**src/rtl/traffic_pkg.sv**
```systemverilog
// Shared constants for the traffic sensor front end and the traffic_light controller.
package traffic_pkg;

   localparam int HIST_W             = 8;
   localparam int DEF_SAMPLE_PERIOD  = 50;
   localparam int DEF_DEBOUNCE       = 4;
   localparam int DEF_CNT_W          = 4;

   // Light encodings must stay in step with traffic_light.
   typedef enum logic [2:0] {
      RED    = 3'b100,
      YELLOW = 3'b010,
      GREEN  = 3'b001
   } light_t;

endpackage

```
**src/rtl/sensor_channel.sv**
```systemverilog
// One detector channel: 2-flop sync, debounce, rise detect, window hit flag and saturating count.
// TRAFFIC_SENSOR_OCCUPANCY_EN: hit flag tracks "debounced level high" instead of "arrival seen".
module sensor_channel
   import traffic_pkg::*;
#(
   parameter int DEBOUNCE = DEF_DEBOUNCE,
   parameter int CNT_W    = DEF_CNT_W
) (
   input  logic             clock,
   input  logic             reset,
   input  logic             sens,
   input  logic             win_end,
   output logic             hit_eff,
   output logic [CNT_W-1:0] cnt_eff
);

   localparam int               STAB_W   = (DEBOUNCE > 1) ? $clog2(DEBOUNCE) : 1;
   localparam logic [STAB_W-1:0] STAB_MAX = STAB_W'(DEBOUNCE - 1);
   localparam logic [CNT_W-1:0]  CNT_MAX  = '1;

   logic              sync1_q, sync1_d;
   logic              sync2_q, sync2_d;
   logic              deb_q, deb_d;
   logic              deb_dly_q, deb_dly_d;
   logic [STAB_W-1:0] stab_q, stab_d;
   logic              hit_q, hit_d;
   logic [CNT_W-1:0]  cnt_q, cnt_d;
   logic              rise;

   always_comb begin
      sync1_d   = sens;
      sync2_d   = sync1_q;
      deb_d     = deb_q;
      stab_d    = '0;
      deb_dly_d = deb_q;
      if (sync2_q != deb_q) begin
         if (stab_q == STAB_MAX) begin
            deb_d = ~deb_q;
         end else begin
            stab_d = stab_q + 1'b1;
         end
      end

      rise = deb_q & ~deb_dly_q;
`ifdef TRAFFIC_SENSOR_OCCUPANCY_EN
      hit_eff = hit_q | deb_q;
`else
      hit_eff = hit_q | rise;
`endif
      // The effective values fold in this cycle's event so a terminal-cycle arrival closes with its window.
      cnt_eff = (rise && (cnt_q != CNT_MAX)) ? cnt_q + 1'b1 : cnt_q;
      hit_d   = win_end ? 1'b0 : hit_eff;
      cnt_d   = win_end ? '0   : cnt_eff;
   end

   always_ff @(posedge clock or negedge reset) begin
      if (!reset) begin
         sync1_q   <= 1'b0;
         sync2_q   <= 1'b0;
         deb_q     <= 1'b0;
         deb_dly_q <= 1'b0;
         stab_q    <= '0;
         hit_q     <= 1'b0;
         cnt_q     <= '0;
      end else begin
         sync1_q   <= sync1_d;
         sync2_q   <= sync2_d;
         deb_q     <= deb_d;
         deb_dly_q <= deb_dly_d;
         stab_q    <= stab_d;
         hit_q     <= hit_d;
         cnt_q     <= cnt_d;
      end
   end

endmodule

```
**src/rtl/traffic_sensor.sv**
```systemverilog
// Traffic sensor top: window timer plus per-road 8-bit history and last-window arrival count.
// TRAFFIC_SENSOR_OCCUPANCY_EN selects occupancy meaning for the history bits (see sensor_channel).
module traffic_sensor
   import traffic_pkg::*;
#(
   parameter int SAMPLE_PERIOD = DEF_SAMPLE_PERIOD,
   parameter int DEBOUNCE      = DEF_DEBOUNCE,
   parameter int CNT_W         = DEF_CNT_W
) (
   input  logic              clock,
   input  logic              reset,
   input  logic              sensA,
   input  logic              sensB,
   output logic [HIST_W-1:0] lastA,
   output logic [HIST_W-1:0] lastB,
   output logic [CNT_W-1:0]  carsA,
   output logic [CNT_W-1:0]  carsB,
   output logic              sample_tick
);

   localparam int                WCNT_W = $clog2(SAMPLE_PERIOD);
   localparam logic [WCNT_W-1:0] WLAST  = WCNT_W'(SAMPLE_PERIOD - 1);

   logic [WCNT_W-1:0] wcnt_q, wcnt_d;
   logic              tick_q, tick_d;
   logic              win_end;
   logic [1:0]        sens_w;

   assign sens_w = {sensB, sensA};

   always_comb begin
      win_end = (wcnt_q == WLAST);
      wcnt_d  = win_end ? '0 : wcnt_q + 1'b1;
      tick_d  = win_end;
   end

   always_ff @(posedge clock or negedge reset) begin
      if (!reset) begin
         wcnt_q <= '0;
         tick_q <= 1'b0;
      end else begin
         wcnt_q <= wcnt_d;
         tick_q <= tick_d;
      end
   end

   genvar gi;
   generate
      for (gi = 0; gi < 2; gi++) begin : g_ch
         logic              hit_eff;
         logic [CNT_W-1:0]  cnt_eff;
         logic [HIST_W-1:0] last_q, last_d;
         logic [CNT_W-1:0]  cars_q, cars_d;

         sensor_channel #(
            .DEBOUNCE (DEBOUNCE),
            .CNT_W    (CNT_W)
         ) u_ch (
            .clock   (clock),
            .reset   (reset),
            .sens    (sens_w[gi]),
            .win_end (win_end),
            .hit_eff (hit_eff),
            .cnt_eff (cnt_eff)
         );

         always_comb begin
            last_d = last_q;
            cars_d = cars_q;
            if (win_end) begin
               last_d = {last_q[HIST_W-2:0], hit_eff};
               cars_d = cnt_eff;
            end
         end

         always_ff @(posedge clock or negedge reset) begin
            if (!reset) begin
               last_q <= '0;
               cars_q <= '0;
            end else begin
               last_q <= last_d;
               cars_q <= cars_d;
            end
         end
      end
   endgenerate

   assign lastA       = g_ch[0].last_q;
   assign lastB       = g_ch[1].last_q;
   assign carsA       = g_ch[0].cars_q;
   assign carsB       = g_ch[1].cars_q;
   assign sample_tick = tick_q;

endmodule

```
**config.mk**
```make
export PLATFORM = sky130hd
export DESIGN_NAME = traffic_sensor
export DESIGN_NICKNAME = d
export VERILOG_FILES = /design/src/rtl/traffic_pkg.sv /design/src/rtl/sensor_channel.sv /design/src/rtl/traffic_sensor.sv
export SDC_FILE = /design/constraint.sdc
export NUM_CORES = 1
export LEC_CHECK = 0
export CAP_MARGIN = 20
export CELL_PAD_IN_SITES_DETAIL_PLACEMENT = 1
export CELL_PAD_IN_SITES_GLOBAL_PLACEMENT = 1
export CORE_UTILIZATION = 40
export DETAILED_ROUTE_END_ITERATION = 12
export PLACE_DENSITY_LB_ADDON = 0.15
export SYNTH_ARGS = -nofsm -noshare
export SYNTH_HDL_FRONTEND = slang
export SYNTH_SLANG_ARGS = --single-unit
```
**constraint.sdc**
```tcl
create_clock -name clock -period 1.3 [get_ports clock]
set_input_delay 0.39 -clock clock [delete_from_list [all_inputs] [get_ports clock]]
set_output_delay 0.39 -clock clock [all_outputs]
set_load 0.03 [all_outputs]
```
# Word-level counts from Yosys, hierarchy flattened
# Cells that the tools add are included.
# classes
add_sub_neg	5
n_eq_ne	7
muxes	11
bitwise_logic	8
reduce_logical	4
# ops
op	n
2-to-1 mux 4 bit	4
adder 4 x 1 -> 4 bit, second input constant	2
2-to-1 mux 2 bit	4
inequality test 4 bit, second input constant	2
adder 6 x 1 -> 6 bit, second input constant	1
equality test 6 bit, second input constant	1
2-to-1 mux 6 bit	1
adder 2 x 1 -> 2 bit, second input constant	2
equality test 2 bit, second input constant	2
inverter 1 bit	4
AND reduction 2 bit	2
bitwise AND 1 bit	2
logical AND 1 bit	2
2-to-1 mux 1 bit	2
inequality test 1 bit	2
bitwise OR 1 bit	2
# word_totals
register_bits	53
input_bits	4
out_inout_bits	25
elab_cells	55

# Depth between registers and ports, before layout
# Gate-level depths: netlist of run 1.
# logic_depth
depth_word	5
mapped_depth	7
mapped_depth_nobuf	6

# Cells and area by module
# Synthesis of run 1 repeated with hierarchy kept, for this count alone.
# hier_totals
hier_cells	152
hier_area_um2	2244.7
# modules_own_cells
module	n_inst	cells_each	area_each_um2	seq_area_each_um2
traffic_sensor	1	76	1223.7	775.7
sensor_channel	2	38	510.5	275.3

# Least setup slack after synthesis of run 1
# No wires, ideal clock.
# synth_path
kind	reg-to-reg
start	register g_ch[0].u_ch.cnt_q[0]
end	register g_ch[0].cars_q[3] (netlist: carsA[3])
setup_time_ns	0.124
arrival_ns	1.058
t_required_ns	1.176
path_slack_ns	0.118
stages_incl_launch_ff	5
path_buffers	0
synth_period_minus_slack_ns	1.182
cell_sequence	dfrtp_1 ha_1 nand4b_1 o21ai_0 o21ai_1
# synth_between
elab_chain_len	3
word_cells_on_any_way	4
classes_between	1 x add/sub; 1 x eq/ne; 1 x mux; 1 x reduce/logical
# synth_lines
element	line	source
start: declaration	sensor_channel.sv:27	logic [CNT_W-1:0] cnt_q, cnt_d;
start signal: assignment	sensor_channel.sv:72	cnt_q <= cnt_d;
branches (longest 2 deep; another with adder 4 x 1 -> 4 bit)	n/a	
2-to-1 mux 4 bit *	sensor_channel.sv:51	cnt_eff = (rise && (cnt_q != CNT_MAX)) ? cnt_q + 1'b1 : cnt_q;
end signal: assignment	traffic_sensor.sv:82	cars_q <= cars_d;
end: declaration	traffic_sensor.sv:53	logic [CNT_W-1:0] cars_q, cars_d;
# Mark *: on every way between the ends.
# A chain may end at the register's enable or synchronous reset.

# Worst setup path in the final report of run 1
# layout_path
start	register wcnt_q[1]
end	register g_ch[1].u_ch.cnt_q[0]
# layout_between
elab_chain_len	2
# layout_lines
element	line	source
start: declaration	traffic_sensor.sv:24	logic [WCNT_W-1:0] wcnt_q, wcnt_d;
start signal: assignment	traffic_sensor.sv:42	wcnt_q <= wcnt_d;
equality test 6 bit	traffic_sensor.sv:32	win_end = (wcnt_q == WLAST);
2-to-1 mux 4 bit	sensor_channel.sv:53	cnt_d = win_end ? '0 : cnt_eff;
via g_ch[1].u_ch.cnt_d[0]	sensor_channel.sv:27	
end signal: assignment	sensor_channel.sv:72	
end: declaration	sensor_channel.sv:27	
# The timed path passes the listed nets, and every way through them passes these cells.

==> results.ini, run 1 <==
[floorplan]
die_x_um = 73.7
rows = 25
ioPinCount = 29
initial_core_util_pct = 42.4
fp.dieArea_sq_um = 5430
die_y_um = 73.7
fp.coreArea_sq_um = 4850

[job]
maxCapViolCount = 0

[timing]
grt_setup_unrepaired = true
min_period_over_period_pct = 100
fin_skew_ps = 8.67
finalHoldViolCount = 0
slew_viol_final = 0
slew_headroom_pct = 81.1
setup_viol = 2
period_minus_slack_ps = 1310
layout_setup_ws_ps = -5.45
max_freq_ghz = 0.766
tightest_slew_ps = 284

[yosys]
yosysTopAreaCell = dfrtp_1
ys_top_cells_by_count = 56 x nand2_1, 53 x dfrtp_1, 22 x nor2_1
synth_top_area_share_pct = 64.5
yosys-top-cells-area = dfrtp_1 64%, nand2_1 10%, nor2_1 4.0%
synth.avg_cell_area_sq_um = 10.9
synth_async_sr_flop_share_pct = 100
synth_edf_count = 0
synth_compound_area_share_pct = 3.77
synth_nets = 198
synthMuxAreaShare_pct = 3.04
synth_top_family_by_area = simple AND/OR/NAND/NOR gates
syn_inst = 188
yosysWarnings = 0
synth-seq-area-share_pct = 64.5
syn_area_sq_um = 2060
ys_seq_elements = 53
synth-simple-area-share_pct = 19.1
synth_ff_type = dfrtp_1
synth_xor_xnor_area_share_pct = 3.41
synth_adder_area_share_pct = 3.65
post-synth-top-count-cell = nand2_1
synth.distinct_cells = 27

[routing]
vias_per_cell = 4.85
finalWirelength_mm = 5.05
drt_iter0_drc = 53
wire_per_inst_um = 15.9
drt_first_pass_iters = 4
vias = 1536
postRouteAntennaNets = 0
drcViolationCount = 0

[clocking]
clock_sinks = 53
cts_buffer_depth = 2
ctsHtreeMaxLevel = 2
clk_latency_ps = 300
cts_root_buf = clkbuf_8
clkTransAtPathRegs_ps = 100
cts_hold_buf = 0
numCtsBuffers = 5
tritoncts = built

[global_route]
grt_start_max_net_pins = 54
grt_pass1_vias = 1526
grt_overflow = 0
antenna_found_initial = 0
grt_usage_pct = 17.2
grt_pass1_wl_mm = 6.93

[finish]
layout.area.seq_sq_um = 1330
utilization_pct = 59.5
area_growth_pct = 40.3
fillCellCount = 531
multi_input_area_sq_um = 738
nets = 259
layout-drive-gt1-share_pct = 33.2
antenna_cells = 0

[worst_setup_path]
crit_required_ps = 1540
crit_path_max_fanout = 6
critPathLaunchType = register
worstSetupPathType = reg2reg
cp-end-kind = register
cp.arrival_ps = 1540

[power_and_ir_drop]
cellPowerDensity_nw_per_um2 = 1530
ir_drop_mv = 0.874
p_leak_uw = 0.00145

[placed_design]
dp_hpwl_mm = 2.85
gp_congestion = 0.681
dp_slack_ps = -55.4
port_buffers = 28

[outcome]
violations = negative setup slack
run_status = complete, but fails checks

[worst_hold_path]
hp-class = in2async

==> path summary, 6_finish.rpt <==
path | to | start | slack, ps | depth (start not counted)
min | lastA[3] | reset | 70 | 2
min reg2reg | g_ch[0].u_ch.sync2_q | g_ch[0].u_ch.sync1_q | 360 | 0
max | g_ch[1].u_ch.cnt_q[0] | wcnt_q[1] | -5 | 7
max reg2reg | g_ch[1].u_ch.cnt_q[0] | wcnt_q[1] | -5 | 7
min in group clock | g_ch[0].u_ch.sync2_q | g_ch[0].u_ch.sync1_q | 360 | 0
max in group asynchronous | g_ch[0].u_ch.deb_dly_q | reset | 990 | 2
==> worst max-delay path, cell delays in order (launching register included) <==
cell and delay (ps):
dfrtp_1 390, inv_1 60, ha_2 180, nand4_4 100, clkinv_4 130, buf_12 160
buf_4 120, nor2_1 100
==> timing repair <==
action                     CTS  global route
pin swaps                    0             2
gates cloned                 0             4
setup endpoints to repair    6            40
gates resized for setup      2            28
setup buffers                4            15
==> routing by layer <==
metal  track usage, %  vias up  part of all wire, %  wire length, um
met4             6.62        0                  1.1               55
met2             30.2       26                   54             2740
met5                0        -                    0                0
li1                 -      719                    -                -
met3             4.53        7                  2.2              110
met1             20.0      784                   42             2150
==> state kept, by name, summed over array words and instances (netlist names), 4 cells and up <==
signal / cells
lastA: 8
g_ch.u_ch.cnt_q: 8
g_ch.u_ch.stab_q: 4
lastB: 8
carsB: 4
wcnt_q: 6
carsA: 4
==> logic make-up (layout without fill, tap and decap cells) <==
family | after synthesis | count (layout)
AND/OR/NAND/NOR | 93 | 93
flip-flops | 53 | 53
adder cells (fa/ha/maj) | 6 | 6
multiplexers | 6 | 6
buffers and inverters | 8 | 70
XOR/XNOR | 8 | 8
AO/OA/AOI/OAI | 14 | 14
==> stage by stage <==
stage | std cells | power [uW] | instance area, sq um | setup TNS [ps] | hold slack (ps)
final | 317 | 4420 | 2890 | -5.74 | 66.6
after global routing | 317 | 4650 | 2890 | -989 | 64.3
after CTS | 298 | 4180 | 2570 | 0 | 70.3
after detailed placement | 286 | 2980 | 2410 | -89.9 | 340
after global placement | 286 | 2890 | 2410 | 0 | 336
after floorplan | 188 | 2700 | 2060 | 0 | 94.4
==> area by class of cell <==
type	count	area share, %
sequential	53	45.9
multi-input combinational	127	25.6
timing repair buffer	60	21.0
tap	67	2.90
clock buffer	6	2.86
clock inverter	2	1.30
inverter	2	0.433
==> layout by cell type (no fill, tap or decap), types with 4 or more instances in the layout <==
cell | netlist | layout
buf_4 | 1 | 38
buf_6 | 2 | 12
clkbuf_16 | 0 | 4
clkbuf_8 | 0 | 6
dfrtp_1 | 53 | 53
nand2_1 | 56 | 54
nand3_1 | 4 | 4
nor2_1 | 22 | 21
o21ai_1 | 8 | 8
xnor2_1 | 5 | 5
==> where the power goes <==
group	switching [uW]	internal, uW	leakage (uW)
Clock	533	626	0.0000574
Sequential	201	1900	0.000681
Combinational	563	599	0.000708
Power figures use the tool's default switching activity.
==> run 2, diff against run 1 <==
--- a/config.mk
+++ b/config.mk
@@ -8,7 +8,8 @@
 export CAP_MARGIN = 20
 export CELL_PAD_IN_SITES_DETAIL_PLACEMENT = 1
 export CELL_PAD_IN_SITES_GLOBAL_PLACEMENT = 1
-export CORE_UTILIZATION = 40
+export CORE_MARGIN = 2
+export CORE_UTILIZATION = 38
 export DETAILED_ROUTE_END_ITERATION = 12
 export PLACE_DENSITY_LB_ADDON = 0.15
 export SYNTH_ARGS = -nofsm -noshare
==> constraint.sdc (replaced) <==
create_clock -name clock -period 1.13 [get_ports clock]
set_input_delay 0.1695 -clock clock [delete_from_list [all_inputs] [get_ports clock]]
set_output_delay 0.1695 -clock clock [all_outputs]
set_load 0.03 [all_outputs]
==> run 2 against run 1 <==
Effect of this change:
- the run still ends with negative setup slack left
- utilization down 3.9 points
- wire length fell by 6.6%
- sequential share of layout area is 0.16 points higher
- cell area down 0.35%
- clock power is 32% higher
- final cell count fell by 1.9%
- critical path type unchanged
- largest cell class unchanged
==> results.ini, run 2 (same netlist as run 1, synthesis figures left out) <==
[clocking]
cts_root_buf = clkbuf_8
clk_latency_ps = 310  ; about the same
cts_buffer_depth = 2  ; unchanged
numCtsBuffers = 5  ; unchanged
ctsHtreeMaxLevel = 2  ; unchanged
tritoncts = built
clock_sinks = 53  ; unchanged
clkTransAtPathRegs_ps = 90  ; about the same

[global_route]
grt_start_max_net_pins = 54  ; unchanged
antenna_found_initial = 0  ; unchanged
grt_overflow = 0  ; unchanged
grt_pass1_wl_mm = 7.58  ; +9.4%
grt_pass1_vias = 1561  ; +2.3%
grt_usage_pct = 16.2  ; -0.98 points

[worst_setup_path]
critPathTopFamily = flip-flops
regToRegSetupSlack_ps = -130  ; -130 ps
crit_chain = nor2_2 > nand4_4 > clkinv_4 > buf_12 > nor2_2 > a21oi_1
crit_buf_inv = 2  ; -2
critPathLaunchType = register
r2r-start = wcnt_q[3]
crit_required_ps = 1360  ; -180 ps
rr_worst_depth = 6  ; -1
worst_path_largest_cell_delay_ps = 410  ; +20 ps
worstSetupPathType = reg2reg
crit_path_max_fanout = 9  ; +3
slowest_stage = dfrtp_1
r2r_end = carsB[1]
path_common_cell = nor2_2
cp.arrival_ps = 1490  ; -50 ps
cp-end-kind = register

[routing]
wire_per_inst_um = 15.2  ; -4.8%
drt_first_pass_iters = 2  ; -2
vias = 1470  ; -4.3%
postRouteAntennaNets = 0  ; unchanged
finalWirelength_mm = 4.72  ; -6.6%
vias_per_cell = 4.73  ; -2.5%
drt_iter0_drc = 51  ; -3.8%
drcViolationCount = 0  ; unchanged

[worst_hold_path]
holdPathStages = 1
hp-class = in2reg
hold_end = g_ch[1].u_ch.sync1_q
min_from = sensB

[power_and_ir_drop]
combPwrFrac_pct = 27.9  ; +1.6 points
ir_drop_mv = 0.808  ; -7.5%
p_seq_share_pct = 44.2  ; -3.3 points
power_switching_uw = 1600  ; +23%
p_leak_uw = 0.00141  ; -2.4%
p_int_uw = 3870  ; +24%
cellPowerDensity_nw_per_um2 = 1900  ; +24%
clock_power_share_pct = 27.9  ; +1.7 points
swShare_pct = 29.2  ; -0.14 points

[placed_design]
gp_congestion = 0.716  ; +5.2%
placedCellCount = 296  ; +3.5%
dp_hpwl_mm = 2.89  ; +1.4%
port_buffers = 28  ; unchanged
dp_slack_ps = -154  ; -98.2 ps
placed_area_sq_um = 2480  ; +2.9%

[floorplan]
fp.dieArea_sq_um = 6020  ; +11%
fp.coreArea_sq_um = 5170  ; +6.7%
die_x_um = 77.6  ; +5.2%
die_y_um = 77.6  ; +5.2%
initial_core_util_pct = 39.8  ; -2.7 points
rows = 26  ; +4.0%
ioPinCount = 29  ; unchanged

[finish]
layout.area.seq_sq_um = 1330  ; unchanged
multi_input_area_sq_um = 853  ; +16%
design_area_sq_um = 2880  ; -0.35%
fin_cells = 311  ; -1.9%
mostFrequentLayoutCells = 53 x dfrtp_1, 51 x nand2_1, 40 x buf_4, 12 x nor2_1, 8 x o21ai_1
antenna_cells = 0  ; unchanged
nets = 250  ; -3.5%
layout_commonest_cell = dfrtp_1
layout-drive-gt1-share_pct = 37.8  ; +4.6 points
fillCellCount = 538  ; +1.3%
area_growth_pct = 39.8
utilization_pct = 55.6  ; -3.9 points

[timing]
setup_viol = 39  ; +37
timing.hold.ws_ps = 294  ; +227 ps
tightest_slew_ps = 282  ; -1.35 ps
slew_viol_final = 0  ; unchanged
min_period_over_period_pct = 112  ; +11 points
grt_setup_unrepaired = true
fin_skew_ps = 9.85  ; +1.18 ps
max_freq_ghz = 0.793  ; +3.5%
slew_headroom_pct = 81.2  ; +0.090 points
layout_setup_ws_ps = -131  ; -125 ps
period_minus_slack_ps = 1260  ; -44.5 ps
finalHoldViolCount = 0  ; unchanged

[outcome]
run_status = complete, but fails checks
violations = negative setup slack

[job]
maxCapViolCount = 0  ; unchanged

[run 2: cell types whose count changed in the layout (fill, tap and decap cells not counted), sizes merged]
| cell | before | now |
|---|---|---|
| dlygate4sd3 | 0 | 1 |
| bufinv | 1 | 2 |
| clkbuf | 10 | 6 |
| buf | 54 | 47 |
| clkinv | 1 | 2 |
| clkinvlp | 1 | 0 |
[run 2: worst max-delay path by stage]
stage,from,end,slack [ps],depth (start not counted)
after global routing,g_ch[1].u_ch.cnt_q[1],carsB[1],-190,5
after floorplan,g_ch[0].u_ch.cnt_q[0],carsA[1],2,5
after CTS,wcnt_q[1],carsB[1],-150,7
after global placement,wcnt_q[1],carsB[1],-80,7
final,wcnt_q[3],carsB[1],-130,6
after detailed placement,wcnt_q[1],carsB[1],-150,7
[run 2: repair_timing]
item | in CTS | in global routing
setup buffers | 1 | 6
pin swaps | 0 | 8
hold buffers | 1 | 0
gates resized for setup | 9 | 34
cloned | 1 | 1
endpoints found under the hold margin | 53 | 0
endpoints found under the setup margin | 39 | 41
[run 2: metal layers]
layer	up-vias	share of wire (%)	global-route usage (%)
met5	-	0	0
met4	0	1.1	5.36
met3	5	2.4	4.07
met2	19	54	28.1
met1	746	42	19.8
li1	700	-	-
[run 2: power by group through the flow]
stage / Clock [uW] / Sequential, uW / Combinational (uW)
5_1_grt: 1660 / 2450 / 1690
6_report: 1530 / 2420 / 1520
2_1_floorplan: 0 / 2400 / 735
3_5_place_dp: 0 / 2410 / 1170
4_1_cts: 1550 / 2400 / 1260
3_3_place_gp: 0 / 2390 / 1090
[run 2: final cells by class]
type,instances,share of cell area (%)
multi-input cells,127,29.7
flip-flops and latches,53,46.1
clock inverters,3,2.26
inverters,2,0.435
clock buffers,5,2.39
repair buffers,51,16.1
well taps,70,3.04
[run 2: metrics by stage]
| stage | setup TNS, ps | total power, uW |
|---|---|---|
| 3_3_place_gp | -1130 | 3480 |
| 4_1_cts | -3640 | 5210 |
| 6_report | -2910 | 5470 |
| 3_5_place_dp | -2820 | 3590 |
| 2_1_floorplan | 0 | 3140 |
| 5_1_grt | -5340 | 5800 |
==> run 3, diff against run 2 <==
--- a/config.mk
+++ b/config.mk
@@ -5,6 +5,7 @@
 export SDC_FILE = /design/constraint.sdc
 export NUM_CORES = 1
 export LEC_CHECK = 0
+export ABC_CLOCK_PERIOD_IN_PS = 1130
 export CAP_MARGIN = 20
 export CELL_PAD_IN_SITES_DETAIL_PLACEMENT = 1
 export CELL_PAD_IN_SITES_GLOBAL_PLACEMENT = 1
==> results of run 3 <==
No change in the layout: final DEF, timing and power equal those of run 2.
